`src/rtl/uart_pkg.sv`:
```
// Shared constants and the stored-entry type for the UART receive FIFO.
// RX_FIFO_ERR_TAG_EN adds a per-entry error tag bit to the stored entry.
package uart_pkg;

  localparam int DEFAULT_DATA_BITS  = 8;
  localparam int DEFAULT_FIFO_WIDTH = 4;

`ifdef RX_FIFO_ERR_TAG_EN
  localparam int TAG_BITS = 1;

  typedef struct packed {
    logic                         err;
    logic [DEFAULT_DATA_BITS-1:0] data;
  } rx_entry_t;
`else
  localparam int TAG_BITS = 0;

  typedef struct packed {
    logic [DEFAULT_DATA_BITS-1:0] data;
  } rx_entry_t;
`endif

endpackage

```
`src/rtl/rx_fifo_mem.sv`:
```
// Storage array for rx_sync_fifo: one write port and one registered read port.
// The read register holds its value whenever rd_en is low.
module rx_fifo_mem #(
  parameter int WIDTH     = 9,
  parameter int ADDR_BITS = 4
) (
  input  logic                 clk,
  input  logic                 wr_en,
  input  logic [ADDR_BITS-1:0] wr_addr,
  input  logic [WIDTH-1:0]     wr_data,
  input  logic                 rd_en,
  input  logic [ADDR_BITS-1:0] rd_addr,
  output logic [WIDTH-1:0]     rd_data
);

  logic [WIDTH-1:0] mem [2**ADDR_BITS];

  // NOTE: the array and its read register are deliberately left without reset so
  // they map onto plain RAM; the FIFO masks stale contents through its own state.
  always_ff @(posedge clk) begin
    if (wr_en) begin
      mem[wr_addr] <= wr_data;
    end
    if (rd_en) begin
      rd_data <= mem[rd_addr];
    end
  end

endmodule

```
`src/rtl/rx_sync_fifo.sv`:
```
// Single-clock receive FIFO with occupancy count, status and sticky error flags.
// Define RX_FIFO_ERR_TAG_EN to store Rx_Err with each entry and return it on Err_Out.
module rx_sync_fifo
  import uart_pkg::*;
#(
  parameter int DATA_BITS  = DEFAULT_DATA_BITS,
  parameter int FIFO_WIDTH = DEFAULT_FIFO_WIDTH,
  parameter int AF_LEVEL   = 2**(FIFO_WIDTH-1)
) (
  input  logic                  clk,
  input  logic                  rst_n,
  input  logic [DATA_BITS-1:0]  Rx_Data,
  input  logic                  Rx_Err,
  input  logic                  Push,
  input  logic                  Pop,
  input  logic                  BIST_Mode,
  input  logic                  Clr_Err,
  output logic [DATA_BITS-1:0]  Data_Out,
  output logic                  Err_Out,
  output logic [FIFO_WIDTH:0]   Count,
  output logic                  FIFO_Empty,
  output logic                  FIFO_Full,
  output logic                  Almost_Full,
  output logic                  FIFO_Overflow,
  output logic                  FIFO_Underflow
);

  localparam int                 DEPTH      = 2**FIFO_WIDTH;
  localparam int                 ENTRY_BITS = DATA_BITS + TAG_BITS;
  localparam logic [FIFO_WIDTH:0]   FULL_CNT = DEPTH[FIFO_WIDTH:0];
  localparam logic [FIFO_WIDTH:0]   AF_CNT   = AF_LEVEL[FIFO_WIDTH:0];
  localparam logic [FIFO_WIDTH:0]   CNT_ONE  = 1;
  localparam logic [FIFO_WIDTH-1:0] PTR_ONE  = 1;

  logic [FIFO_WIDTH-1:0] wr_ptr;
  logic [FIFO_WIDTH-1:0] rd_ptr;
  logic [FIFO_WIDTH:0]   count_nxt;
  logic                  push_acc;
  logic                  pop_acc;
  logic                  ovf_set;
  logic                  udf_set;
  logic                  rd_loaded;
  logic [ENTRY_BITS-1:0] wr_entry;
  logic [ENTRY_BITS-1:0] rd_entry;

  assign pop_acc  = Pop  & ~BIST_Mode & (Count != '0);
  assign push_acc = Push & ~BIST_Mode & ((Count != FULL_CNT) | pop_acc);
  assign ovf_set  = Push & (Count == FULL_CNT) & ~pop_acc;
  assign udf_set  = Pop  & (Count == '0);

  // NOTE: every variable driven here gets a value before the case, so no latch can form.
  always_comb begin
    count_nxt = Count;
    case ({push_acc, pop_acc})
      2'b10:   count_nxt = Count + CNT_ONE;
      2'b01:   count_nxt = Count - CNT_ONE;
      default: count_nxt = Count;
    endcase
  end

  // NOTE: sequential state uses non-blocking assignments so every register samples
  // pre-edge values regardless of statement order.
  always_ff @(posedge clk or negedge rst_n) begin
    if (!rst_n) begin
      wr_ptr         <= '0;
      rd_ptr         <= '0;
      Count          <= '0;
      FIFO_Empty     <= 1'b1;
      FIFO_Full      <= 1'b0;
      Almost_Full    <= 1'b0;
      FIFO_Overflow  <= 1'b0;
      FIFO_Underflow <= 1'b0;
      rd_loaded      <= 1'b0;
    end else if (!BIST_Mode) begin
      if (push_acc) wr_ptr <= wr_ptr + PTR_ONE;
      if (pop_acc)  rd_ptr <= rd_ptr + PTR_ONE;
      if (pop_acc)  rd_loaded <= 1'b1;
      Count          <= count_nxt;
      FIFO_Empty     <= (count_nxt == '0);
      FIFO_Full      <= (count_nxt == FULL_CNT);
      Almost_Full    <= (count_nxt >= AF_CNT);
      // A set event in the same cycle as Clr_Err wins.
      FIFO_Overflow  <= ovf_set | (FIFO_Overflow  & ~Clr_Err);
      FIFO_Underflow <= udf_set | (FIFO_Underflow & ~Clr_Err);
    end
  end

  rx_fifo_mem #(
    .WIDTH     (ENTRY_BITS),
    .ADDR_BITS (FIFO_WIDTH)
  ) u_mem (
    .clk     (clk),
    .wr_en   (push_acc),
    .wr_addr (wr_ptr),
    .wr_data (wr_entry),
    .rd_en   (pop_acc),
    .rd_addr (rd_ptr),
    .rd_data (rd_entry)
  );

  // The un-reset read register is gated to zero until the first pop after reset.
  assign Data_Out = rd_loaded ? rd_entry[DATA_BITS-1:0] : '0;

`ifdef RX_FIFO_ERR_TAG_EN
  assign wr_entry = {Rx_Err, Rx_Data};
  assign Err_Out  = rd_loaded & rd_entry[DATA_BITS];
`else
  logic unused_rx_err;
  assign unused_rx_err = Rx_Err;
  assign wr_entry      = Rx_Data;
  assign Err_Out       = 1'b0;
`endif

endmodule

```
`config.mk`:
```
export PLATFORM = sky130hd
export DESIGN_NAME = rx_sync_fifo
export DESIGN_NICKNAME = d
export VERILOG_FILES = /design/src/rtl/uart_pkg.sv /design/src/rtl/rx_fifo_mem.sv /design/src/rtl/rx_sync_fifo.sv
export SDC_FILE = /design/constraint.sdc
export NUM_CORES = 1
export LEC_CHECK = 0
export BUFFER_PORTS_ARGS = -buffer_cell sky130_fd_sc_hd__buf_4
export CELL_PAD_IN_SITES_DETAIL_PLACEMENT = 2
export CELL_PAD_IN_SITES_GLOBAL_PLACEMENT = 2
export CORE_ASPECT_RATIO = 1.75
export CORE_MARGIN = 2
export CORE_UTILIZATION = 51
export CTS_CLUSTER_SIZE = 25
export DETAILED_ROUTE_END_ITERATION = 10
export PLACE_DENSITY = 0.83
export SLEW_MARGIN = 10
export SYNTH_ARGS = -nofsm -noshare
export SYNTH_HDL_FRONTEND = slang
export SYNTH_SLANG_ARGS = --single-unit
export TNS_END_PERCENT = 20
```
`constraint.sdc`:
```
create_clock -name clk -period 4.3 [get_ports clk]
set_input_delay 0.86 -clock clk [delete_from_list [all_inputs] [get_ports clk]]
set_output_delay 0.86 -clock clk [all_outputs]
set_load 0.01 [all_outputs]
```
==> impl_summary.md <==
Worst setup path
Traced cell by cell, the critical path runs through or4_4 > o21ai_0 > buf_4 > nor2_1 > ha_1 > a21oi_1 > nand2_1 > mux2i_1 > o22ai_1 > inv_1 > o31a_1. For flop-to-flop paths, the worst setup slack is 0.96 ns. The cell with the largest stage delay on the worst path is or4_4. The worst stage delay on the critical path is 0.63 ns. The setup path with the least slack is of type flop to flop.

Counting both buffers and inverters, the worst setup path holds a total of 2. The maximum fanout along the worst path is 9. STA puts the critical path data required time at 4.61 ns. The kind of capture point of the worst setup path is a flop. On the critical path the largest part of the delay comes from compound AO/OA/AOI/OAI gates.

The critical path data arrival time is 3.66 ns. The worst setup path is launched from a flop.

Global route
In the global route stage, met3 resource usage came out at 0.0463. Entering global routing, the biggest net connects 36 pins. The number of antenna violations at the first check in global routing was 0.

The first global-routing pass estimated 25,200 microns of wire. In the global route stage, met1 resource usage came out at 0.364. Across every metal layer, demand over resource in global routing totals 0.281. The layer with the highest usage is met2. The number of global-route vias before repair was 3,539.

The total global routing overflow is 0. The global-route met2 utilization is 0.486.

Yosys
Synthesis produced a netlist with a net count of 341. Yosys attributes the largest share of cell area to edfxtp_1 (65%), mux4_2 (14%), dfrtp_1 (7.1%), and2_1 (2.3%), ha_1 (1.6%). The number of warnings issued by yosys is 0. Synthesis handed over a netlist of 317 instances. The cell area after synthesis is 6310 sq um.

The sequential fraction of the synthesis area is 0.723. The post-synthesis share of cell area spent on and, or, nand and nor gates is 0.0597. The leading area contributor after synthesis is edfxtp_1.

The most used flip-flop cell after synthesis is edfxtp_1. The number of different library cells used by synthesis comes to 45. Of the total synthesized cell area, the portion taken by XOR and XNOR cells is 0.0153. Yosys mapped a number of flops with a built-in enable equal to 136.

The post-synthesis area per instance is 19.9 sq um. The compound-gate portion of the synthesized area is 0.0188. The mux cell area share after synthesis is 0.150. The synthesized design contains 155 register bits.

Of the total synthesized cell area, the portion taken by full adders, half adders and majority gates is 0.0190. After synthesis, the largest family of logic cells by area is multiplexers. Of the post-synthesis cell area, the dominant cell type holds 0.647.

The fraction of registers with async set or reset after synthesis is 0.123.

Timing
The highest attainable clock frequency is 299 MHz. Measured against its own limit, the worst slew margin works out to 0.397. The final hold violation count is 0. The final worst-path cycle share is 0.777. The number of endpoints failing setup at the final stage is 0. The final worst clock skew is 0.00894 ns.

The measured slew at the worst slew-check pin is 0.904 ns. The post-route setup TNS is 0 ns. The final count of pins violating max slew is 0.

Setup repair after global routing left no endpoint under its margin. The worst hold margin is 0.330 ns. The shortest period the worst path allows is 3.34 ns.

Power and ir drop
The overall power after layout is 4.81 mW. In this run the power density over the cells is 658 nW/um^2. For this design the static power due to leakage is 2.49 nW. Across the VDD grid, the largest voltage drop is 360 uV.

Die
In this run the standard cell core region covers 12,100 sq um. In this run the horizontal extent of the chip is 88.1 microns. Pin placement for this block handled 34 I/O pins. The area of the die is 13,300 sq um. The vertical die dimension is 151 microns. The effective utilization at floorplan is 0.523.

The floorplan row count is 53.

Worst hold path
The worst min-delay path category is input port to asynchronous set/reset pin.

CTS
The clock tree synthesis step divided the H-tree into 4 levels. The number of setup buffers added after CTS is 0. Buffers inserted to repair hold after CTS numbered 0. Once the clock tree was built, the resizer swapped 0 gates to a different size.

The tree is rooted in a clkbuf_16. The total CTS buffers is 17. Clock tree synthesis found a total of 155 sinks. The clock network latency to the later pin of the worst-skew pair is 0.43 ns.

The maximum number of buffers from clock root to sink is 2. The TritonCTS clock tree is yes. After clock tree synthesis, the clock-pin slew on the worst setup and hold paths is 0.07 ns.

Finish
The count of placed standard cells in the final layout, fillers left out is 531. The area growth from synthesis to layout is 15.8%. The repair_antennas step left the layout with diodes totalling 0. After the last flow step, the layout net total stands at 378. The fraction of final layout cells sized beyond drive strength 1 is 0.322. After routing the design area is 7310 sq um.

The filler cell count in the final layout is 1,013.

Placed design
The number of cells in the design after placement is 500. Once detailed placement completed, the half-perimeter wirelength came to 10,600 microns. The routability congestion estimate from global placement is 0.728.

After detailed placement, the total cell area comes to 6700 sq um. The port buffer count is 31.

Route
For this block, the initial DRC count from the detailed router was 336. Dividing the detail-routed wire length by the instance count gives 32.0 microns. The total number of vias is 3,214. After detailed routing, the number of vias per cell comes to 6.05. The count of TritonRoute iterations in the first routing pass is 5. The total length of routed wires is 17,000 microns. For this run, design rule violations remaining after detail routing come to 0. The remaining antenna violation count is 0.

Outcome
The flow ran to the end, and the final reports show no timing, DRC or antenna violations.

Flow run
The number of max-cap violations is 0.
-- flip-flops by register name, summed over array words and instances (netlist names) --
register and flops:
u_mem.mem 128, u_mem.rd_data 8, Count 5, rd_ptr 4
wr_ptr 4, Almost_Full 1, FIFO_Empty 1, FIFO_Full 1
FIFO_Overflow 1, FIFO_Underflow 1, rd_loaded 1
-- path summary, 6_finish.rpt --
check	start	to	cells after the start
max in group asynchronous	rst_n	FIFO_Empty	1
min in group clk	FIFO_Underflow	FIFO_Underflow	1
worst max-delay path	Count[0]	Almost_Full	11
worst max register to register	Count[0]	Almost_Full	11
worst min register to register	FIFO_Underflow	FIFO_Underflow	1
worst min-delay path	rst_n	wr_ptr[3]	1
-- worst reg2reg max path, cell delays in order, from the launching register on --
cell     delay, ns
dfrtp_1       0.49
or4_4         0.64
o21ai_0       0.22
buf_4         0.19
nor2_1        0.12
ha_1          0.36
a21oi_1       0.33
nand2_1       0.14
mux2i_1       0.14
o22ai_1       0.23
inv_1         0.11
o31a_1        0.25
-- cell type report --
class | instances | area (sq um) | share of cell area
Clock buffer | 19 | 443 | 0.0606
Clock inverter | 12 | 164 | 0.0224
Inverter | 4 | 15.0 | 0.00206
Multi-Input combinational cell | 142 | 1660 | 0.227
Sequential cell | 155 | 4560 | 0.625
Tap cell | 165 | 206 | 0.0283
Timing Repair Buffer | 34 | 255 | 0.0349
-- Yosys cell counts, types with 3 or more instances --
cell type / number
nand4_1: 3
edfxtp_1: 136
o21ai_0: 4
nor2_1: 5
nand2b_1: 3
xor2_1: 3
and2_1: 23
nand2_1: 8
clkbuf_1: 9
xnor2_1: 8
ha_1: 8
dfrtp_1: 18
or2b_1: 3
inv_1: 4
a22o_1: 4
buf_2: 3
mux4_2: 40
-- layer usage --
layer | vias to the layer above | wire, microns | share of wire
met3 | 21 | 646 | 0.038
met4 | 0 | 298 | 0.018
met5 | - | 0 | 0
met2 | 116 | 9410 | 0.55
met1 | 1739 | 6650 | 0.39
li1 | 1338 | - | -
-- placed cells by master (no fill, tap or decap), types with 4 or more instances in the layout --
cell type,synthesis,layout
buf_4,1,34
clkinvlp_4,0,4
ha_1,8,8
a22o_1,4,4
xnor2_1,8,8
nand2_1,8,8
and2_1,23,23
o21ai_0,4,4
clkbuf_16,0,17
dfrtp_1,18,16
inv_6,0,4
inv_1,4,4
nor2_1,5,5
mux4_2,40,40
edfxtp_1,136,136
-- metrics by stage --
stage               setup slack, ns   util
floorplan                      1.24      -
global placement              0.971  0.555
detailed placement            0.817  0.555
CTS                           0.980  0.605
global route                  0.864  0.605
finish                        0.958  0.605
-- report_power, final --
group / internal [mW] / switching (mW) / total [mW]
Sequential: 1.82 / 0.277 / 2.10
Combinational: 0.629 / 0.515 / 1.14
Clock: 0.933 / 0.627 / 1.56
-- cells by family (layout without fill, tap and decap cells) --
logic type               after synthesis  after routing
AO/OA/AOI/OAI                         17             17
XOR/XNOR                              11             11
adder cells (fa/ha/maj)                9              9
buffers and inverters                 20             69
flip-flops                           155            155
multiplexers                          44             44
other                                  1              1
AND/OR/NAND/NOR                       60             60
Note: power is estimated with default switching activity, not from simulation.
